`config.mk`:
```
export PLATFORM = sky130hd
export DESIGN_NAME = ball_serve
export DESIGN_NICKNAME = d
export VERILOG_FILES = /design/src/rtl/pong_pkg.sv /design/src/rtl/ball_serve_map.sv /design/src/rtl/ball_serve.sv
export SDC_FILE = /design/constraint.sdc
export NUM_CORES = 1
export LEC_CHECK = 0
export ABC_CLOCK_PERIOD_IN_PS = 3490
export CORE_UTILIZATION = 49
export DETAILED_ROUTE_END_ITERATION = 16
export PLACE_DENSITY = 0.84
export SETUP_SLACK_MARGIN = 0.3
export SYNTH_ARGS = -nofsm -noshare
export SYNTH_HDL_FRONTEND = slang
export SYNTH_SLANG_ARGS = --single-unit
```
`constraint.sdc`:
```
create_clock -name clk_i -period 3.49 [get_ports clk_i]
set_clock_uncertainty 0.05 [all_clocks]
set_input_delay 0.698 -clock clk_i [delete_from_list [all_inputs] [get_ports clk_i]]
set_output_delay 0.698 -clock clk_i [all_outputs]
set_load 0.01 [all_outputs]
```
`src/rtl/pong_pkg.sv`:
```
// Shared types and constants for the pong core.
// RND_NUM_W normally comes from the project configuration; 16 is the fallback width.
`ifndef RND_NUM_W
`define RND_NUM_W 16
`endif

package pong_pkg;

    typedef enum logic [1:0] {
        IDLE  = 2'd0,
        DELAY = 2'd1,
        SERVE = 2'd2,
        PLAY  = 2'd3
    } serve_state_e;

    localparam int BALL_DY_W = 3;
    localparam int COORD_W   = 11;

endpackage

```
`src/rtl/ball_serve_map.sv`:
```
// Combinational mapping of a random word to serve row, vertical speed and direction.
// Zero latency; no flow control.
module serve_map
    import pong_pkg::*;
#(
    parameter int Y_MIN   = 40,
    parameter int Y_RANGE = 400,
    parameter int Y_W     = 9
) (
    input  logic [Y_W+2:0]                i_rnd,
    input  logic                          i_first_serve,
    input  logic                          i_serve_left,
    output logic [COORD_W-1:0]            o_ball_y,
    output logic signed [BALL_DY_W-1:0]   o_ball_dy,
    output logic                          o_ball_dx_neg
);

    logic [COORD_W-1:0]          w_v;
    logic [COORD_W-1:0]          w_fold;
    logic signed [BALL_DY_W-1:0] w_mag;

    // 2^Y_W < 2*Y_RANGE, so one conditional subtraction brings v into range.
    assign w_v    = COORD_W'(i_rnd[Y_W-1:0]);
    assign w_fold = (w_v >= COORD_W'(Y_RANGE)) ? (w_v - COORD_W'(Y_RANGE)) : w_v;
    assign o_ball_y = COORD_W'(Y_MIN) + w_fold;

    assign w_mag     = i_rnd[Y_W] ? BALL_DY_W'(2) : BALL_DY_W'(1);
    assign o_ball_dy = i_rnd[Y_W+1] ? -w_mag : w_mag;

    assign o_ball_dx_neg = i_first_serve ? i_rnd[Y_W+2] : i_serve_left;

endmodule

```
`src/rtl/ball_serve.sv`:
```
// Serve controller: waits SERVE_DELAY+1 frame ticks after start/point, then launches the ball.
// Serve outputs are captured on the serving tick and valid with the one-cycle serve_valid_o pulse.
module ball_serve
    import pong_pkg::*;
#(
    parameter int X_CENTER    = 320,
    parameter int Y_MIN       = 40,
    parameter int Y_RANGE     = 400,
    parameter int Y_W         = $clog2(Y_RANGE),
    parameter int SERVE_DELAY = 60
) (
    input  logic                          clk_i,
    input  logic                          rst_i,
    input  logic [`RND_NUM_W-1:0]         rnd_num_i,
    input  logic                          game_start_i,
    input  logic                          frame_tick_i,
    input  logic                          point_scored_i,
    input  logic                          scorer_left_i,
    output logic [COORD_W-1:0]            ball_x_o,
    output logic [COORD_W-1:0]            ball_y_o,
    output logic                          ball_dx_neg_o,
    output logic signed [BALL_DY_W-1:0]   ball_dy_o,
    output logic                          serve_valid_o,
    output logic                          ball_active_o
);

    localparam int CNT_W = (SERVE_DELAY > 0) ? $clog2(SERVE_DELAY + 1) : 1;
    localparam logic [CNT_W-1:0] DELAY_LOAD = CNT_W'(SERVE_DELAY);

    generate
        if (`RND_NUM_W < Y_W + 3) begin : g_rnd_w_check
            $error("ball_serve: RND_NUM_W must be at least Y_W+3");
        end
        if (`RND_NUM_W > Y_W + 3) begin : g_rnd_unused
            logic w_unused_rnd;
            assign w_unused_rnd = ^rnd_num_i[`RND_NUM_W-1:Y_W+3];
        end
    endgenerate

    serve_state_e r_state;
    serve_state_e w_next_state;

    logic [CNT_W-1:0]            r_cnt;
    logic                        r_first_serve;
    logic                        r_serve_left;
    logic [COORD_W-1:0]          r_ball_y;
    logic signed [BALL_DY_W-1:0] r_ball_dy;
    logic                        r_ball_dx_neg;

    logic                        w_start;
    logic                        w_point;
    logic                        w_cnt_zero;
    logic                        w_capture;
    logic [COORD_W-1:0]          w_map_y;
    logic signed [BALL_DY_W-1:0] w_map_dy;
    logic                        w_map_dx_neg;

    assign w_start    = (r_state == IDLE) && game_start_i;
    assign w_point    = (r_state == PLAY) && point_scored_i;
    assign w_cnt_zero = (r_cnt == '0);
    assign w_capture  = (r_state == DELAY) && frame_tick_i && w_cnt_zero;

    always_ff @(posedge clk_i or posedge rst_i) begin
        if (rst_i) begin
            r_state <= IDLE;
        end else begin
            r_state <= w_next_state;
        end
    end

    always_comb begin
        w_next_state = r_state;
        case (r_state)
            IDLE:    if (game_start_i)   w_next_state = DELAY;
            DELAY:   if (w_capture)      w_next_state = SERVE;
            SERVE:                       w_next_state = PLAY;
            PLAY:    if (point_scored_i) w_next_state = DELAY;
            default:                     w_next_state = IDLE;
        endcase
    end

    always_comb begin
        serve_valid_o = (r_state == SERVE);
        ball_active_o = (r_state == SERVE) || (r_state == PLAY);
    end

    // Counter is reloaded on every entry to DELAY, so it only ever counts down.
    always_ff @(posedge clk_i or posedge rst_i) begin
        if (rst_i) begin
            r_cnt         <= '0;
            r_first_serve <= 1'b1;
            r_serve_left  <= 1'b0;
        end else if (w_start) begin
            r_cnt         <= DELAY_LOAD;
            r_first_serve <= 1'b1;
        end else if (w_point) begin
            r_cnt         <= DELAY_LOAD;
            r_first_serve <= 1'b0;
            r_serve_left  <= ~scorer_left_i;
        end else if ((r_state == DELAY) && frame_tick_i && !w_cnt_zero) begin
            r_cnt <= r_cnt - CNT_W'(1);
        end
    end

    serve_map #(
        .Y_MIN   (Y_MIN),
        .Y_RANGE (Y_RANGE),
        .Y_W     (Y_W)
    ) u_serve_map (
        .i_rnd         (rnd_num_i[Y_W+2:0]),
        .i_first_serve (r_first_serve),
        .i_serve_left  (r_serve_left),
        .o_ball_y      (w_map_y),
        .o_ball_dy     (w_map_dy),
        .o_ball_dx_neg (w_map_dx_neg)
    );

    always_ff @(posedge clk_i or posedge rst_i) begin
        if (rst_i) begin
            r_ball_y      <= COORD_W'(Y_MIN);
            r_ball_dy     <= BALL_DY_W'(1);
            r_ball_dx_neg <= 1'b0;
        end else if (w_capture) begin
            r_ball_y      <= w_map_y;
            r_ball_dy     <= w_map_dy;
            r_ball_dx_neg <= w_map_dx_neg;
        end
    end

    assign ball_x_o      = COORD_W'(X_CENTER);
    assign ball_y_o      = r_ball_y;
    assign ball_dy_o     = r_ball_dy;
    assign ball_dx_neg_o = r_ball_dx_neg;

endmodule

```
==> results of run 1 <==
-- worst register-to-register path, stage by stage, from the launching register on --
cell and delay [ps]:
dfrtp_1 440, inv_1 90, ha_1 140, and3_1 170, nor2b_1 460, nand3_1 180
a21oi_1 170, a21o_1 100
-- metal layers --
metal	GRT usage [%]	wire (µm)	up-vias	share of wire, %
met5	0	0	-	0
met4	5.102	29	0	1.0
met2	30.71	1346	31	48
met3	2.679	87	2	3.1
met1	23.19	1343	575	48
li1	-	-	633	-
-- layout make-up --
class / count / area, µm² / area share, %
multi-input cells: 136 / 817.0 / 42.60
clock inverters: 1 / 7.507 / 0.3914
inverters: 10 / 37.54 / 1.957
repair buffers: 35 / 347.8 / 18.13
flip-flops and latches: 25 / 630.6 / 32.88
well taps: 44 / 55.05 / 2.870
clock buffers: 3 / 22.52 / 1.174
-- worst paths after layout --
check	to	slack, ps	depth (start not counted)
worst max-delay path	ball_y_o[7]	600	10
worst min-delay path	ball_y_o[5]	420	2
worst max register to register	ball_y_o[10]	1660	7
worst min register to register	ball_y_o[5]	420	2
max in group asynchronous	ball_y_o[6]	2040	2
min in group asynchronous	r_cnt[3]	800	2
-- metrics by stage --
| step | std cells | worst slack [ps] | hold slack (ps) |
|---|---|---|---|
| after global routing | 254 | 478.2 | 457.5 |
| after detailed placement | 250 | 264.9 | 406.9 |
| after CTS | 254 | 602.9 | 426.0 |
| after global placement | 250 | 348.0 | 401.0 |
| after floorplan | 184 | 1016 | 396.5 |
| final | 254 | 602.5 | 423.3 |
-- power by group --
| part | internal [µW] | switching (µW) |
|---|---|---|
| registers | 340 | 33.5 |
| logic | 133 | 145 |
| clock network | 43.6 | 89.1 |
| total | 517 | 268 |
-- layout by cell type (no fill, tap or decap), drive strengths merged, types with 2 or more instances in the layout --
cell type	count
xor2	3
clkdlybuf4s50	34
and2	2
xnor2	5
and3	3
dfstp	4
nand3	6
inv	10
o31ai	2
clkbuf	3
nand2	39
dfrtp	21
nor3	3
nor2b	2
nor2	12
ha	9
o21ai	15
conb	11
a21oi	6
-- cells by family after synthesis --
logic type                 share of synthesized area (%)
and+or+nand+nor                                    22.51
AOI/OAI and AO/OA                                  15.22
DFF                                                40.81
buffers and inverters                              8.502
adders and majority gates                          7.288
xor gates and xnor gates                           4.535
other                                             0.4860
muxes                                             0.6478
-- state kept, by name, indices dropped and copies added, names as in the netlist --
name           cells
r_state            2
ball_dy_o          3
ball_dx_neg_o      1
r_cnt              6
r_serve_left       1
r_first_serve      1
ball_y_o          11
==> metrics.md, run 1 <==
| Metric | Value |
|---|---|
| Status | completed |
| Vias per std cell | 4.886 |
| Slowest stage cell, crit path | clkdlybuf4s50_1 |
| Buffers on Ports | 34 |
| Root Buffer | clkbuf_4 |
| Final-report hold violation count | 0 |
| Worst-path fanout max | 5 |
| Yosys top cell by area | dfrtp_1 |
| Antenna Cells | 0 |
| CP Capture Type | register |
| Fin crit period | 2888 ps |
| Top post-synthesis cells by count | nand2_1, dfrtp_1, buf_4 |
| Synth Flop Type | dfrtp_1 |
| MaxCap Viol Count | 0 |
| Initial antenna violation count | 0 |
| Clk buf depth | 2 |
| Final core occ | 63.35% |
| Post-CTS Setup Inserts | 0 |
| Vias in the first global route | 1112 |
| Num rows | 20 |
| Skew-Pair Late Insertion Delay | 320 ps |
| Worst Path Arrival | 3040 ps |
| Layout cells sized above 1 | a little under a tenth |
| Syn Area/Cell | between 8 and 9 µm² |
| Relative slew margins | 40.68% |
| Mapped Area | between 1500 and 2000 µm² |
| Worst-path clk slew | 130 ps |
| Setup crit start kind | input pin |
| Core box area | 3028 µm² |
| Yosys synthesis warning count | 0 |
| Drt drc | 0 |
| Leakage | between 0.0008 and 0.0009 µW |
| WL final | between 2000 and 3000 µm |
| Area Overhead vs Synth | 24.13% |
| FF+latch count, synth | 25 |
| Sink Count | 25 |
| Unique cell type count in the Yosys netlist | 42 |
| Chip height | 58.16 µm |
| Worst-path cell chain | clkdlybuf4s50_1, ha_1, or4b_4, o21ai_4, nand2_1, xnor2_1, ha_1, o21bai_1, xnor2_1, o21ai_1 |
| Drt pass-1 iters | 6 |
| Power Density | approximately 410 nW/µm² |
| Hold Path Class | reg2reg |
| Hold buffer count at cts | 0 |
| Hold_sp | ball_y_o[5] |
| X dimension of the die | 58.16 µm |
| Starting Density | 51.03% |
| Asr flop ratio synth | 100.0% |
| RePlAce Congestion | 0.9190 |
| Number of synthesized flops with an enable pin | 0 |
| Worst path bufs/invs | 1 |
| Worst VDD drop | between 0.2 and 0.25 mV |
| RSZ-0062 raised after global routing | no |
| Detail Route Antenna Nets | 0 |
| Top cell type's share of synthesized area | roughly 34% |
| Synth top area cells | dfrtp_1, nand2_1, ha_1 |
| CTS tree | yes |
| Fillers | approximately 270 |
| H-tree depth | 1 |
| Resize count post-CTS | 0 |
| First-pass GRT wire length | ~4700 µm |
| Fin crit share | 82.74% |
| Pwr Total | 784.9 µW |
| Post-Syn Instances | around 180 |
| Gr usage total | 17.81% |
| Max-slew violation count | 0 |
| Num CTS Buffers | 3 |
| I/O Pins | 50 |
| Iter 0 DRT Violations | 46 |
| Final setup vio count | 0 |
| Worst Tran Pin Value | about 890 ps |
| Post-Layout Inst Area | 1918 µm² |
| GRT Residual Overflow | 0 |
| Routed length per instance | 11.05 µm |
| Top-count cell post-synth | nand2_1 |
| Worst setup path start | rnd_num_i[4] |
| Total number of vias | 1241 |
| Largest net degree at the start of global routing | 26 |
| CP required | around 3700 ps |
| Hpwl dp | between 2000 and 2500 µm |
| Worst path max stage delay | around 580 ps |
| Register area share after synthesis | 40.81% |
| Area post-placement | 1888 µm² |
| Nets | 242 |
| R2r startpoint | r_cnt[0] |
| Fmax | 0.3463 GHz |
| Worst path top cell family by delay | simple AND/OR/NAND/NOR gates |
| Die area | roughly 3400 µm² |
| Total Neg Setup Slack | 0 ps |
| WS Path Type | in2reg |
(Power assumes the default switching activity.)
==> inputs of run 2 (changes only) <==
--- a/config.mk
+++ b/config.mk
@@ -5,10 +5,10 @@
 export SDC_FILE = /design/constraint.sdc
 export NUM_CORES = 1
 export LEC_CHECK = 0
-export ABC_CLOCK_PERIOD_IN_PS = 3490
-export CORE_UTILIZATION = 49
+export ABC_CLOCK_PERIOD_IN_PS = 2850
+export CORE_UTILIZATION = 46
 export DETAILED_ROUTE_END_ITERATION = 16
-export PLACE_DENSITY = 0.84
+export PLACE_DENSITY = 0.8
 export SETUP_SLACK_MARGIN = 0.3
 export SYNTH_ARGS = -nofsm -noshare
 export SYNTH_HDL_FRONTEND = slang
==> constraint.sdc (replaced) <==
create_clock -name clk_i -period 2.85 [get_ports clk_i]
set_clock_uncertainty 0.05 [all_clocks]
set_input_delay 0.57 -clock clk_i [delete_from_list [all_inputs] [get_ports clk_i]]
set_output_delay 0.57 -clock clk_i [all_outputs]
set_load 0.01 [all_outputs]
==> run 2 against run 1 <==
  * Worst setup slack got worse by 200 ps
  * First-iteration DRC count is 57% lower
  * Wire length increased by 1.1%
  * Global-route usage down 0.21 points
  * Count of clock-buffer cells in the layout grew 1
  * Power up 23%
  * Register-to-register slack lost 640 ps
  * Combinational power is 25% higher
  * Cell area grew 3.2%
  * Core utilization fell by 0.067 points
  * Sequential cell count stayed put
  * Sequential share of layout area is 1.0 points lower
  * Critical path type unchanged
==> metrics.md, run 2 (synthesized netlist as in run 1, its figures left out) <==
| Metric | Value |
|---|---|
| Gr usage total | 17.60% (-0.21 points) |
| X dimension of the die | 59.96 µm (+3.1%) |
| Sink Count | 25 (unchanged) |
| Layout cells sized above 1 | 12.96% (+3.9 points) |
| Met2 usage | 28.57% (-2.1 points) |
| Max-slew violation count | 0 (unchanged) |
| Fmax | 0.4091 GHz |
| Starting Density | 49.40% (-1.6 points) |
| Buffers on Ports | 34 (unchanged) |
| Most common cell after layout, fill and taps aside | nand2_1 |
| Nets | 248 (+2.5%) |
| Relative slew margins | 63.99% (+23 points) |
| Total number of vias | 1263 (+1.8%) |
| MaxCap Viol Count | 0 (unchanged) |
| Setup crit start kind | input pin |
| Worst Tran Pin Value | 538.1 ps (-350.7 ps) |
| CP Capture Type | register |
| Power Density | 486.9 nW/µm² (+19%) |
| Worst-path fanout max | 3 (-2) |
| Max reg flops | 11 (unchanged) |
| Worst-path clk slew | 130 ps (about the same) |
| R2R setup slack | 1020 ps (-640 ps) |
| Worst VDD drop | 0.2897 mV (+16%) |
| First-pass GRT wire length | 4719 µm (+1.2%) |
| Status | completed |
| H-tree depth | 1 (unchanged) |
| Fin crit share | 85.77% |
| Num CTS Buffers | 3 (unchanged) |
| Skew-Pair Late Insertion Delay | 310 ps (about the same) |
| Fin crit period | 2444 ps |
| Core box area | 3128 µm² (+3.3%) |
| Drt pass-1 iters | 4 (-2) |
| Largest net degree at the start of global routing | 26 (unchanged) |
| Total Neg Setup Slack | 0 ps (unchanged) |
| Post-Layout Inst Area | 1979 µm² (+3.2%) |
| GRT Residual Overflow | 0 (unchanged) |
| Vias per std cell | 4.858 (-0.58%) |
| Routed length per instance | 10.91 µm (-1.3%) |
| Drt drc | 0 (unchanged) |
| Root Buffer | clkbuf_4 |
| WL final | 2837 µm (+1.1%) |
| Final-report hold violation count | 0 (unchanged) |
| Num rows | 20 (unchanged) |
| Hold buffer count at cts | 0 (unchanged) |
| RSZ-0062 raised after global routing | no |
| Hold Path Class | reg2reg |
| Chip height | 59.96 µm (+3.1%) |
| Area Overhead vs Synth | 28.10% |
| Iter 0 DRT Violations | 20 (-57%) |
| CTS tree | yes |
| Routing usage on met1 | 22.81% (-0.37 points) |
| Worst Path Arrival | 2610 ps (-430 ps) |
| Leakage | 0.0009109 µW (+5.9%) |
| Met3 Track Usage GR | 3.680% (+1.0 points) |
| Clk buf depth | 2 (unchanged) |
| Final setup vio count | 0 (unchanged) |
| Initial antenna violation count | 0 (unchanged) |
| Detail Route Antenna Nets | 0 (unchanged) |
| Area post-placement | 1933 µm² (+2.4%) |
| Antenna Cells | 0 (unchanged) |
| I/O Pins | 50 (unchanged) |
| CP required | 3010 ps (-640 ps) |
| Die area | 3595 µm² (+6.3%) |
| RePlAce Congestion | 0.8752 (-4.8%) |
| Hpwl dp | 2211 µm (+2.2%) |
| Post-CTS Setup Inserts | 0 (unchanged) |
| Most frequent cells in the layout | nand2_1, clkdlybuf4s50_1, dfrtp_1, nor2_1, conb_1 |
| WS Path Type | in2reg |
| Vias in the first global route | 1117 (+0.45%) |
| Layer with the highest usage | met2 |
-- run 2: stage by stage --
stage | setup slack (ps) | power, µW | hold WS [ps] | instances | util, %
after floorplan | 504.3 | 689.0 | 396.5 | 184 | -
after detailed placement | -23.54 | 814.2 | 410.1 | 256 | 61.80
after global routing | 321.3 | 1043 | 454.2 | 260 | 63.28
after global placement | -3.995 | 802.2 | 399.5 | 256 | 61.80
after CTS | 300.0 | 970.7 | 429.2 | 260 | 62.64
final | 405.6 | 963.8 | 423.6 | 260 | 63.28
-- run 2: worst max-delay path, stage by stage --
cell	delay [ps]
clkdlybuf4s50_1	440
or4b_4	570
o21ai_4	200
nand2_2	90
xnor2_2	140
ha_2	210
o21bai_1	170
xnor2_1	130
o21ai_1	80
-- run 2: power by group --
part | leakage, µW | switching, µW | internal, µW
Combinational | 0.000594 | 181 | 169
Sequential | 0.000301 | 40.8 | 416
Clock | 0.0000150 | 102 | 54.7
Total | 0.000911 | 323 | 640
-- run 2: final cells by class --
class                   count  area, µm²
fillers                   280       1149
multi-input cells         136      832.0
flip-flops and latches     25      630.6
repair buffers             41      397.9
well taps                  44      55.05
inverters                  10      37.54
clock buffers               4      26.28
-- run 2: metal layers --
| layer | up-vias | routed length (µm) |
|---|---|---|
| met4 | 0 | 42 |
| met1 | 567 | 1362 |
| met2 | 43 | 1272 |
| li1 | 649 | - |
| met5 | - | 0 |
| met3 | 4 | 160 |
-- run 2: worst paths after layout --
| check | from | to | depth (start not counted) |
|---|---|---|---|
| setup / recovery | rnd_num_i[1] | ball_y_o[7] | 9 |
| setup reg to reg | r_cnt[0] | ball_y_o[10] | 7 |
| hold / removal | ball_y_o[5] | ball_y_o[5] | 2 |
| max in group asynchronous | rst_i | ball_y_o[5] | 3 |
| hold reg to reg | ball_y_o[5] | ball_y_o[5] | 2 |
| min in group asynchronous | rst_i | r_cnt[3] | 3 |
-- run 2: timing repair --
item / 4_1_cts / 5_1_grt
gates cloned: 0 / 0
endpoints found under the setup margin: 1 / 1
resized for setup: 0 / 6
pin swaps: 1 / 7
endpoints found under the hold margin: 0 / 0
==> inputs of run 3 (changes only) <==
--- a/config.mk
+++ b/config.mk
@@ -5,6 +5,7 @@
 export SDC_FILE = /design/constraint.sdc
 export NUM_CORES = 1
 export LEC_CHECK = 0
+export ABC_AREA = 1
 export ABC_CLOCK_PERIOD_IN_PS = 2850
 export CORE_UTILIZATION = 46
 export DETAILED_ROUTE_END_ITERATION = 16
==> run 3 against run 2 <==
  * Power grew 3.1%
  * Critical path depth shrank 6
  * Clock power grew 4%
  * First-iteration DRC count grew 130%
  * Sequential cell count is the same
  * Core utilization shrank 2.0 points
  * Worst setup slack gained 41 ps
  * Register-to-register slack gained 110 ps
  * Critical endpoint is now ball_active_o
==> metrics.md, run 3 <==
| Metric | Value |
|---|---|
| Status | completed |
| Yosys synthesis warning count | 0 (unchanged) |
| Clock power share | 16.5% (+0.2 points) |
| Worst min-delay path endpoint | ball_dy_o[2] |
| Power Density | 522.8 nW/µm² (+7.4%) |
| Pwr Total | 993.6 µW (+3.1%) |
| Synth Flop Type | dfrtp_1 |
| Area post-placement | 1874 µm² (-3.0%) |
| Num rows | 20 (unchanged) |
| Met2 usage | 26.35% (-2.2 points) |
| Final-report hold violation count | 0 (unchanged) |
| Worst path max stage delay | 470 ps (-100 ps) |
| Register area share after synthesis | 40.94% (+0.13 points) |
| Fin crit period | 2403 ps (-41.01 ps) |
| R2R Path End | r_cnt[5] |
| Worst-path clk slew | 140 ps (about the same) |
| Hold path cells | 2 (unchanged) |
| Total number of vias | 1252 (-0.87%) |
| Comb pwr share | 38.1% (+1.8 points) |
| Met3 Track Usage GR | 2.597% (-1.1 points) |
| CP required | 2230 ps (-780 ps) |
| Max-slew violation count | 0 (unchanged) |
| CP Capture Type | output pin |
| X dimension of the die | 59.87 µm (-0.16%) |
| H-tree depth | 1 (unchanged) |
| CTS tree | yes |
| Vias in the first global route | 1086 (-2.8%) |
| Iter 0 DRT Violations | 45 (+130%) |
| Fin crit share | 84.33% (-1.4 points) |
| FF+latch count, synth | 25 (unchanged) |
| Share of power burned in registers | 45.4% (-2.0 points) |
| Most common cell after layout, fill and taps aside | nand2_1 |
| Setup crit start kind | register |
| Final setup vio count | 0 (unchanged) |
| Routed length per instance | 10.24 µm (-6.2%) |
| Reg2Reg Depth | 10 (+3) |
| Worst Path Arrival | 1780 ps (-830 ps) |
| WL final | 2784 µm (-1.9%) |
| Synth top area cells | dfrtp_1, nand2_1, ha_1 |
| Top cell type's share of synthesized area | 34.12% (+0.11 points) |
| Post-Layout Inst Area | 1901 µm² (-4.0%) |
| R2r startpoint | r_state[1] |
| Drt drc | 0 (unchanged) |
| Worst-path cell chain | ha_1, or2_2, clkdlybuf4s50_1 |
| Layer with the highest usage | met2 |
| Final core occ | 61.25% (-2.0 points) |
| Nets | 260 (+4.8%) |
| Buffers on Ports | 34 (unchanged) |
| Yosys top cell by area | dfrtp_1 |
| Vias per std cell | 4.603 (-5.2%) |
| Unique cell type count in the Yosys netlist | 30 (-29%) |
| Switching fraction of total power | 35.98% (+2.4 points) |
| Post-Syn Instances | 193 (+10%) |
| Skew-Pair Late Insertion Delay | 320 ps (about the same) |
| Top post-synthesis cells by count | nand2_1, dfrtp_1, inv_1 |
| Routing usage on met1 | 25.45% (+2.6 points) |
| Total Neg Setup Slack | 0 ps (unchanged) |
| I/O Pins | 50 (unchanged) |
| Layout cells sized above 1 | 13.60% (+0.63 points) |
| Resize count post-CTS | 0 (unchanged) |
| Number of synthesized flops with an enable pin | 0 (unchanged) |
| Leakage | 0.0009251 µW (+1.6%) |
| Drt pass-1 iters | 4 (unchanged) |
| Clk buf depth | 2 (unchanged) |
| Sink Count | 25 (unchanged) |
| Detail Route Antenna Nets | 0 (unchanged) |
| Mapped Area | 1540 µm² (-0.32%) |
| Hold buffer count at cts | 0 (unchanged) |
| Die area | 3584 µm² (-0.32%) |
| Worst-path fanout max | 4 (+1) |
| Slowest stage cell, crit path | clkdlybuf4s50_1 |
| Most frequent cells in the layout | nand2_1, clkdlybuf4s50_1, inv_1, dfrtp_1, nand3_1 |
| Asr flop ratio synth | 100.0% (unchanged) |
| Hold_sp | ball_dy_o[2] |
| Root Buffer | clkbuf_4 |
| RSZ-0062 raised after global routing | no |
| Hpwl dp | 2158 µm (-2.4%) |
| GRT Residual Overflow | 0 (unchanged) |
| Gr usage total | 17.73% (+0.13 points) |
| Largest net degree at the start of global routing | 26 (unchanged) |
| RePlAce Congestion | 0.8298 (-5.2%) |
| Hold Path Class | reg2reg |
| Top-count cell post-synth | nand2_1 |
| Initial antenna violation count | 0 (unchanged) |
| Num CTS Buffers | 3 (unchanged) |
| WS Path Type | reg2out |
| Core box area | 3103 µm² (-0.80%) |
| Fmax | 0.4161 GHz (+1.7%) |
| Post-CTS Setup Inserts | 0 (unchanged) |
| R2R setup slack | 1130 ps (+110 ps) |
| Antenna Cells | 0 (unchanged) |
| Starting Density | 49.64% (+0.24 points) |
| Chip height | 59.87 µm (-0.16%) |
| First-pass GRT wire length | 4678 µm (-0.87%) |
| Worst VDD drop | 0.2823 mV (-2.6%) |
| Area Overhead vs Synth | 23.40% |
| Switching pwr | 357.6 µW (+11%) |
| P_int | 636.1 µW (-0.68%) |
| Max reg flops | 11 (unchanged) |
| MaxCap Viol Count | 0 (unchanged) |
| Syn Area/Cell | 7.980 µm² (-9.6%) |
==> run 3: changes by cell type after synthesis, sizes merged, moves of 3 or more <==
cell	delta
nand3	+12
nand2	+20
xor2	-3
xnor2	-5
and3	-3
inv	+15
==> run 3: through the flow <==
| step | hold WS (ps) | instances | setup slack (ps) |
|---|---|---|---|
| floorplan | 403.4 | 202 | 881.0 |
| global placement | 403.8 | 268 | 319.2 |
| CTS | 441.0 | 272 | 438.8 |
| detailed placement | 408.5 | 268 | 277.1 |
| finish | 436.8 | 272 | 446.6 |
| global route | 459.7 | 272 | 374.9 |
==> run 3: worst max path at each step <==
stage / to / cells past startpoint / slack, ps / startpoint
final: ball_active_o / 3 / 450 / r_state[0]
after global routing: ball_active_o / 3 / 370 / r_state[0]
after CTS: ball_active_o / 3 / 440 / r_state[0]
after detailed placement: ball_y_o[7] / 15 / 280 / rnd_num_i[4]
after global placement: ball_y_o[7] / 15 / 320 / rnd_num_i[4]
after floorplan: ball_y_o[7] / 15 / 880 / rnd_num_i[5]
==> run 3: cell families (layout without fill, tap and decap cells) <==
kind of cell	after synthesis	after routing	share of synthesized area [%]
and+or+nand+nor	95	95	29.16
buffers and inverters	39	65	13.24
DFF	25	25	40.94
AOI/OAI and AO/OA	23	23	8.854
adders and majority gates	9	9	7.311
other	2	11	0.4876
==> run 3: power groups by stage <==
stage | Clock, µW | Combinational, µW | Sequential, µW
after floorplan | 0 | 272 | 449
after global placement | 0 | 370 | 455
after detailed placement | 0 | 382 | 457
after CTS | 168 | 383 | 450
after global routing | 182 | 437 | 456
final | 164 | 378 | 451
==> run 3: cell type report <==
type                       count  area (µm²)
fill                         305        1202
multi-input combinational    138       739.5
sequential                    25       630.6
timing repair buffer          36       355.3
inverter                      25       93.84
tap                           44       55.05
clock buffer                   4       26.28
==> run 3: critical path, delay by kind of cell, from the launching register on <==
family	cells	cell delay, ps
buf+inv	1	470
flops	1	440
simple gates	1	300
fa+ha+maj	1	250
==> run 3: layer usage <==
metal	vias up	wire length (µm)	share of wire, %
met5	-	0	0
met4	0	52	1.9
met3	5	112	4.0
met2	37	1191	43
met1	551	1428	51
li1	659	-	-
